<file path="config.mk">
export PLATFORM = sky130hd
export DESIGN_NAME = uart_rx
export DESIGN_NICKNAME = d
export VERILOG_FILES = /design/src/rtl/uart_pkg.sv /design/src/rtl/uart_baud_gen.sv /design/src/rtl/uart_rx.sv
export SDC_FILE = /design/constraint.sdc
export NUM_CORES = 1
export LEC_CHECK = 0
export ABC_CLOCK_PERIOD_IN_PS = 2400
export BUFFER_PORTS_ARGS = -buffer_cell sky130_fd_sc_hd__buf_2
export CELL_PAD_IN_SITES_DETAIL_PLACEMENT = 0
export CELL_PAD_IN_SITES_GLOBAL_PLACEMENT = 2
export CORE_ASPECT_RATIO = 1.2
export CORE_MARGIN = 2
export CORE_UTILIZATION = 30
export CTS_BUF_LIST = sky130_fd_sc_hd__clkbuf_16
export CTS_CLUSTER_DIAMETER = 50
export DETAILED_ROUTE_END_ITERATION = 7
export GPL_TIMING_DRIVEN = 0
export PLACE_DENSITY = 0.67
export REMOVE_ABC_BUFFERS = 1
export SLEW_MARGIN = 20
export SYNTH_ARGS = -nofsm -noshare
export SYNTH_HDL_FRONTEND = slang
export SYNTH_SLANG_ARGS = --single-unit
</file>
<file path="constraint.sdc">
create_clock -name clk -period 2.4 [get_ports clk]
set_input_delay 0.48 -clock clk [delete_from_list [all_inputs] [get_ports clk]]
set_output_delay 0.48 -clock clk [all_outputs]
set_load 0.005 [all_outputs]
</file>
<file path="src/rtl/uart_pkg.sv">
// uart_pkg: definitions shared by the UART receiver and transmitter.
//   - rx_state_e : receiver frame states
//   - PAR_EVEN / PAR_ODD : parity mode selectors
//   - calc_div() : clocks per oversample tick for a given clock, baud and oversample ratio
package uart_pkg;

  typedef enum logic [2:0] {
    ST_IDLE,
    ST_START,
    ST_DATA,
    ST_PARITY,
    ST_STOP
  } rx_state_e;

  localparam logic PAR_EVEN = 1'b0;
  localparam logic PAR_ODD  = 1'b1;

  // Integer divide rounds down; never return less than one clock per tick.
  function automatic int calc_div(input int clk_freq, input int baud, input int oversample);
    int d;
    d = clk_freq / (baud * oversample);
    return (d < 1) ? 1 : d;
  endfunction

endpackage

</file>
<file path="src/rtl/uart_baud_gen.sv">
// uart_baud_gen: oversample tick generator shared by the UART receiver and transmitter.
// Ports:
//   clk     in  system clock
//   rst_n   in  asynchronous active-low reset
//   restart in  synchronous restart; the counter returns to 0 so the next tick
//               comes DIV clocks later
//   tick    out one-cycle pulse every DIV clocks
module uart_baud_gen #(
  parameter int DIV = 27
) (
  input  logic clk,
  input  logic rst_n,
  input  logic restart,
  output logic tick
);

  localparam int CW = (DIV > 1) ? $clog2(DIV) : 1;
  localparam logic [CW-1:0] CNT_LAST = CW'(DIV - 1);

  logic [CW-1:0] cnt_q, cnt_d;

  always_comb begin
    cnt_d = cnt_q;
    if (restart || (cnt_q == CNT_LAST)) begin
      cnt_d = '0;
    end else begin
      cnt_d = cnt_q + CW'(1);
    end
  end

  always_ff @(posedge clk or negedge rst_n) begin
    if (!rst_n) begin
      cnt_q <= '0;
    end else begin
      cnt_q <= cnt_d;
    end
  end

  // With DIV=1 the counter sits at 0 and tick is permanently high.
  assign tick = (cnt_q == CNT_LAST);

endmodule

</file>
<file path="src/rtl/uart_rx.sv">
// uart_rx: oversampling UART receiver for 8-N/E/O-1 style frames, LSB first.
// Ports:
//   clk        in  system clock (rising edge)
//   rst_n      in  asynchronous active-low reset
//   rx         in  asynchronous serial line, idle high
//   rx_data    out last received data word, held until the next rx_valid
//   rx_valid   out one-cycle pulse per completed frame
//   parity_err out parity mismatch of the frame, qualified by rx_valid
//   frame_err  out stop bit sampled low, qualified by rx_valid
//   busy       out high from start-bit detection until the return to idle
module uart_rx
  import uart_pkg::*;
#(
  parameter int CLK_FREQ   = 50_000_000,
  parameter int BAUD       = 115200,
  parameter int OVERSAMPLE = 16,   // even, >= 4
  parameter int DATA_BITS  = 8,    // 5..8
  parameter int PARITY_EN  = 1,
  parameter int PARITY_ODD = 0
) (
  input  logic                 clk,
  input  logic                 rst_n,
  input  logic                 rx,
  output logic [DATA_BITS-1:0] rx_data,
  output logic                 rx_valid,
  output logic                 parity_err,
  output logic                 frame_err,
  output logic                 busy
);

  localparam int DIV = calc_div(CLK_FREQ, BAUD, OVERSAMPLE);
  localparam int TW  = $clog2(OVERSAMPLE);
  localparam int BW  = (DATA_BITS > 1) ? $clog2(DATA_BITS) : 1;

  localparam logic [TW-1:0] T_MID  = TW'(OVERSAMPLE / 2 - 1);
  localparam logic [TW-1:0] T_END  = TW'(OVERSAMPLE - 1);
  localparam logic [BW-1:0] B_LAST = BW'(DATA_BITS - 1);
  localparam logic          PAR_SEL = (PARITY_ODD != 0) ? PAR_ODD : PAR_EVEN;
  localparam logic          HAS_PAR = (PARITY_EN != 0);

  // Synchroniser and edge-detect history; all idle high so reset is not a start edge.
  logic sync1_q, sync1_d;
  logic sync2_q, sync2_d;
  logic rxs_prev_q, rxs_prev_d;
  logic rxs;

  rx_state_e state_q, state_d;
  logic [TW-1:0]        tcnt_q, tcnt_d;
  logic [BW-1:0]        bcnt_q, bcnt_d;
  logic [DATA_BITS-1:0] shreg_q, shreg_d;
  logic                 perr_q, perr_d;
  logic [DATA_BITS-1:0] rx_data_q, rx_data_d;
  logic                 rx_valid_q, rx_valid_d;
  logic                 parity_err_q, parity_err_d;
  logic                 frame_err_q, frame_err_d;

  logic start_det;
  logic tick;

  assign rxs = sync2_q;

  uart_baud_gen #(
    .DIV (DIV)
  ) u_baud_gen (
    .clk     (clk),
    .rst_n   (rst_n),
    .restart (start_det),
    .tick    (tick)
  );

  always_comb begin
    sync1_d    = rx;
    sync2_d    = sync1_q;
    rxs_prev_d = rxs;
  end

  always_comb begin
    state_d      = state_q;
    tcnt_d       = tcnt_q;
    bcnt_d       = bcnt_q;
    shreg_d      = shreg_q;
    perr_d       = perr_q;
    rx_data_d    = rx_data_q;
    parity_err_d = parity_err_q;
    frame_err_d  = frame_err_q;
    rx_valid_d   = 1'b0;
    start_det    = 1'b0;

    case (state_q)
      ST_IDLE: begin
        // Only a 1->0 transition starts a frame; a line held low never re-triggers.
        if (rxs_prev_q && !rxs) begin
          start_det = 1'b1;
          state_d   = ST_START;
          tcnt_d    = '0;
          bcnt_d    = '0;
          perr_d    = 1'b0;
        end
      end

      ST_START: begin
        if (tick) begin
          if (tcnt_q == T_MID) begin
            tcnt_d  = '0;
            // A start bit that is high again at mid-bit was a glitch.
            state_d = rxs ? ST_IDLE : ST_DATA;
          end else begin
            tcnt_d = tcnt_q + TW'(1);
          end
        end
      end

      ST_DATA: begin
        if (tick) begin
          if (tcnt_q == T_END) begin
            tcnt_d  = '0;
            shreg_d = {rxs, shreg_q[DATA_BITS-1:1]};
            if (bcnt_q == B_LAST) begin
              bcnt_d  = '0;
              state_d = HAS_PAR ? ST_PARITY : ST_STOP;
            end else begin
              bcnt_d = bcnt_q + BW'(1);
            end
          end else begin
            tcnt_d = tcnt_q + TW'(1);
          end
        end
      end

      ST_PARITY: begin
        if (tick) begin
          if (tcnt_q == T_END) begin
            tcnt_d  = '0;
            perr_d  = (rxs != ((^shreg_q) ^ PAR_SEL));
            state_d = ST_STOP;
          end else begin
            tcnt_d = tcnt_q + TW'(1);
          end
        end
      end

      ST_STOP: begin
        if (tick) begin
          if (tcnt_q == T_END) begin
            // Leave at mid-stop-bit; the remaining half bit is spent in idle,
            // which keeps back-to-back frames from being missed.
            tcnt_d       = '0;
            rx_data_d    = shreg_q;
            parity_err_d = perr_q;
            frame_err_d  = !rxs;
            rx_valid_d   = 1'b1;
            state_d      = ST_IDLE;
          end else begin
            tcnt_d = tcnt_q + TW'(1);
          end
        end
      end

      default: begin
        state_d = ST_IDLE;
      end
    endcase
  end

  always_ff @(posedge clk or negedge rst_n) begin
    if (!rst_n) begin
      sync1_q      <= 1'b1;
      sync2_q      <= 1'b1;
      rxs_prev_q   <= 1'b1;
      state_q      <= ST_IDLE;
      tcnt_q       <= '0;
      bcnt_q       <= '0;
      shreg_q      <= '0;
      perr_q       <= 1'b0;
      rx_data_q    <= '0;
      rx_valid_q   <= 1'b0;
      parity_err_q <= 1'b0;
      frame_err_q  <= 1'b0;
    end else begin
      sync1_q      <= sync1_d;
      sync2_q      <= sync2_d;
      rxs_prev_q   <= rxs_prev_d;
      state_q      <= state_d;
      tcnt_q       <= tcnt_d;
      bcnt_q       <= bcnt_d;
      shreg_q      <= shreg_d;
      perr_q       <= perr_d;
      rx_data_q    <= rx_data_d;
      rx_valid_q   <= rx_valid_d;
      parity_err_q <= parity_err_d;
      frame_err_q  <= frame_err_d;
    end
  end

  assign rx_data    = rx_data_q;
  assign rx_valid   = rx_valid_q;
  assign parity_err = parity_err_q;
  assign frame_err  = frame_err_q;
  assign busy       = (state_q != ST_IDLE);

endmodule

</file>
==> flow_summary.json <==
{
  "outcome": "finished, final reports clean",
  "final_antenna_net_count": 0,
  "cts_tree": "done",
  "r2r-end": "rx_data[7]$_DFFE_PN0P_",
  "placed_area_sq_mm": 0.00198,
  "cts-root-buf": "clkbuf_16",
  "grt_overflow_total": 0,
  "routed_wl_um": 3570,
  "arrival_ns": 2.38,
  "place_congestion": 0.807,
  "pwr_density_cell_mw_per_mm2": 951,
  "period_needed_ns": 2.22,
  "syn_inst": 153,
  "seqCellArea_sq_um": 955,
  "final_common_cell": "dfrtp_1",
  "ys_ff_latch": 38,
  "cts_resized": 1,
  "grt_pass1_wl_um": 6400,
  "cts_made_buffers": 5,
  "rsz0062_at_grt": "no",
  "start_util_pct": 30.9,
  "areaGrowthSynthToFinish_pct": 18.1,
  "ir_drop_mv": 0.442,
  "hp-class": "in2async",
  "power_mw": 2.07,
  "die_area_sq_mm": 0.00679,
  "synth.distinct_cells": 43,
  "synth-edff-count": 0,
  "htreeDepth": 2,
  "grt_usage_pct": 12.1,
  "cp_data_required_time_ns": 2.56,
  "clock-sinks": 38,
  "synth_area_leaders": "dfrtp_1 (48%), mux2_4 (6.5%), mux2_2 (5.5%)",
  "avgRoutedWirePerCell_um": 14.2,
  "tightest_slew_ns": 0.842,
  "hold_viol_final": 0,
  "pre_cts_ws_ns": -0.125,
  "avgSynthCellArea_sq_um": 12.0,
  "cp_max_fo": 16,
  "multi_input_area_sq_um": 837,
  "core_area_sq_mm": 0.00597,
  "fill_cells": 618,
  "vias": 1202,
  "drv_cap": 0,
  "drt_iter0_markers": 50,
  "dpl.hpwl_um": 2520,
  "die_h_um": 89.9,
  "critPathSlowestCell": "dfrtp_1",
  "port_buffers": 14,
  "drt-vias-per-instance": 4.77,
  "netlist_area_sq_mm": 0.00184,
  "fmax_mhz": 450,
  "crit_type": "reg2reg",
  "p_leak_nw": 1.04,
  "layout_common_cells": "dfrtp_1 (35), buf_2 (14), nor2_1 (10)",
  "grt_max_degree": 39,
  "yosysTopAreaCell": "dfrtp_1",
  "ys_warn_count": 0,
  "ff2ff_setup_slack_ns": 0.18,
  "crit_path_start_kind": "flip-flop",
  "layout.cells.non_filler": 252,
  "worstSetupEndpointType": "flip-flop",
  "nets": 177,
  "drv_slew": 0,
  "r2r-start": "state_q[2]$_DFFE_PN0P_",
  "drive_gt1_share_pct": 27.1,
  "insertion_delay_ns": 0.28,
  "drc": 0,
  "max_stage_delay_ns": 0.66,
  "row_count": 31,
  "crit_start": "state_q[2]$_DFFE_PN0P_",
  "crit_chain": "or3b_2 -> nor2_2 -> mux2_2",
  "relSlewSlack_pct": 43.8,
  "postLayoutCellArea_sq_mm": 0.00218,
  "path_clk_slew_ns": 0.06,
  "place_inst": 244,
  "grt_pass1_vias": 1357,
  "r2r_cells": 3,
  "setup_violations": 0,
  "seq_area_frac_synth_pct": 51.8,
  "dieWidth_um": 75.6,
  "async_flop_share_pct": 100,
  "finalCritPeriodShare_pct": 92.7,
  "firstDrtPassIters": 4,
  "cts_buffer_depth": 2,
  "diodes": 0,
  "synth_top_cell_area_share_pct": 47.5,
  "ios": 15,
  "postCtsSetupBuffers": 0,
  "antenna_found_initial": 0,
  "synth_ff_type": "dfrtp_1",
  "layout_setup_ws_ns": 0.176,
  "cts_hold_buffers": 0,
  "fin_skew_ns": 0.00514
}
logic make-up (layout without fill, tap and decap cells):
logic type | Yosys count | in the layout | synth area share [%]
compound gates | 26 | 26 | 9.85
xor+xnor | 11 | 11 | 5.97
fa+ha+maj | 5 | 5 | 3.39
buf+inv | 11 | 28 | 2.92
flops | 38 | 38 | 51.8
mux | 21 | 21 | 14.2
simple gates | 41 | 41 | 11.9
metrics by stage:
step / hold slack (ns) / util, % / TNS (ns)
after floorplan: 0.184 / - / 0
after global placement: 0.349 / 33.2 / -0.460
after detailed placement: 0.349 / 33.2 / -1.03
after global routing: 0.292 / 36.4 / 0
after CTS: 0.296 / 36.4 / 0
final: 0.293 / 36.4 / 0
power breakdown:
group | internal, mW | leakage [nW] | switching, mW
Sequential | 0.726 | 0.498 | 0.121
Clock | 0.592 | 0.0915 | 0.255
Combinational | 0.165 | 0.452 | 0.211
Total | 1.48 | 1.04 | 0.587
state kept, by name, summed over array words and instances (netlist names), 3 cells and up:
| register | count |
|---|---|
| rx_data | 8 |
| tcnt_q | 4 |
| bcnt_q | 3 |
| state_q | 3 |
| u_baud_gen.cnt_q | 5 |
| shreg_q | 8 |
metal layers:
| metal | wire length, um | GRT usage (%) | up-vias |
|---|---|---|---|
| li1 | - | - | 581 |
| met1 | 1580 | 15.6 | 599 |
| met2 | 1810 | 18.8 | 18 |
| met3 | 141 | 3.92 | 4 |
| met4 | 38 | 4.24 | 0 |
| met5 | 0 | 0 | - |
worst max-delay path, delay by kind of cell, from the launching register on:
family,cells,cell delay (ns)
DFF,1,0.66
muxes,1,0.41
and+or+nand+nor,2,1.04
synth_stat cells (all sizes together) (2+ instances only):
master	number
a21oi	2
a22o	3
and2	2
and3	2
buf	3
clkbuf	2
dfrtp	35
dfstp	3
ha	5
inv	6
mux2	17
mux2i	4
nand2	8
nand3	5
nand3b	3
nor2	11
o211ai	7
o21ai	6
xnor2	6
xor2	4
worst max-delay path by stage:
stage / depth (start not counted) / slack (ns) / end
floorplan: 3 / 0.33 / parity_err$_DFFE_PN0P_
global placement: 3 / -0.05 / rx_data[7]$_DFFE_PN0P_
detailed placement: 3 / -0.12 / parity_err$_DFFE_PN0P_
CTS: 3 / 0.15 / rx_data[7]$_DFFE_PN0P_
global route: 3 / 0.04 / rx_data[2]$_DFFE_PN0P_
finish: 3 / 0.18 / rx_data[7]$_DFFE_PN0P_
area by class of cell:
cell class              count  share of cell area, %
inverters                   6                   1.04
well taps                  82                   4.72
repair buffers             14                   3.22
clock inverters             3                   2.93
clock buffers               5                   5.75
multi-input cells         104                   38.5
flip-flops and latches     38                   43.9
Power figures use the tool's default switching activity.
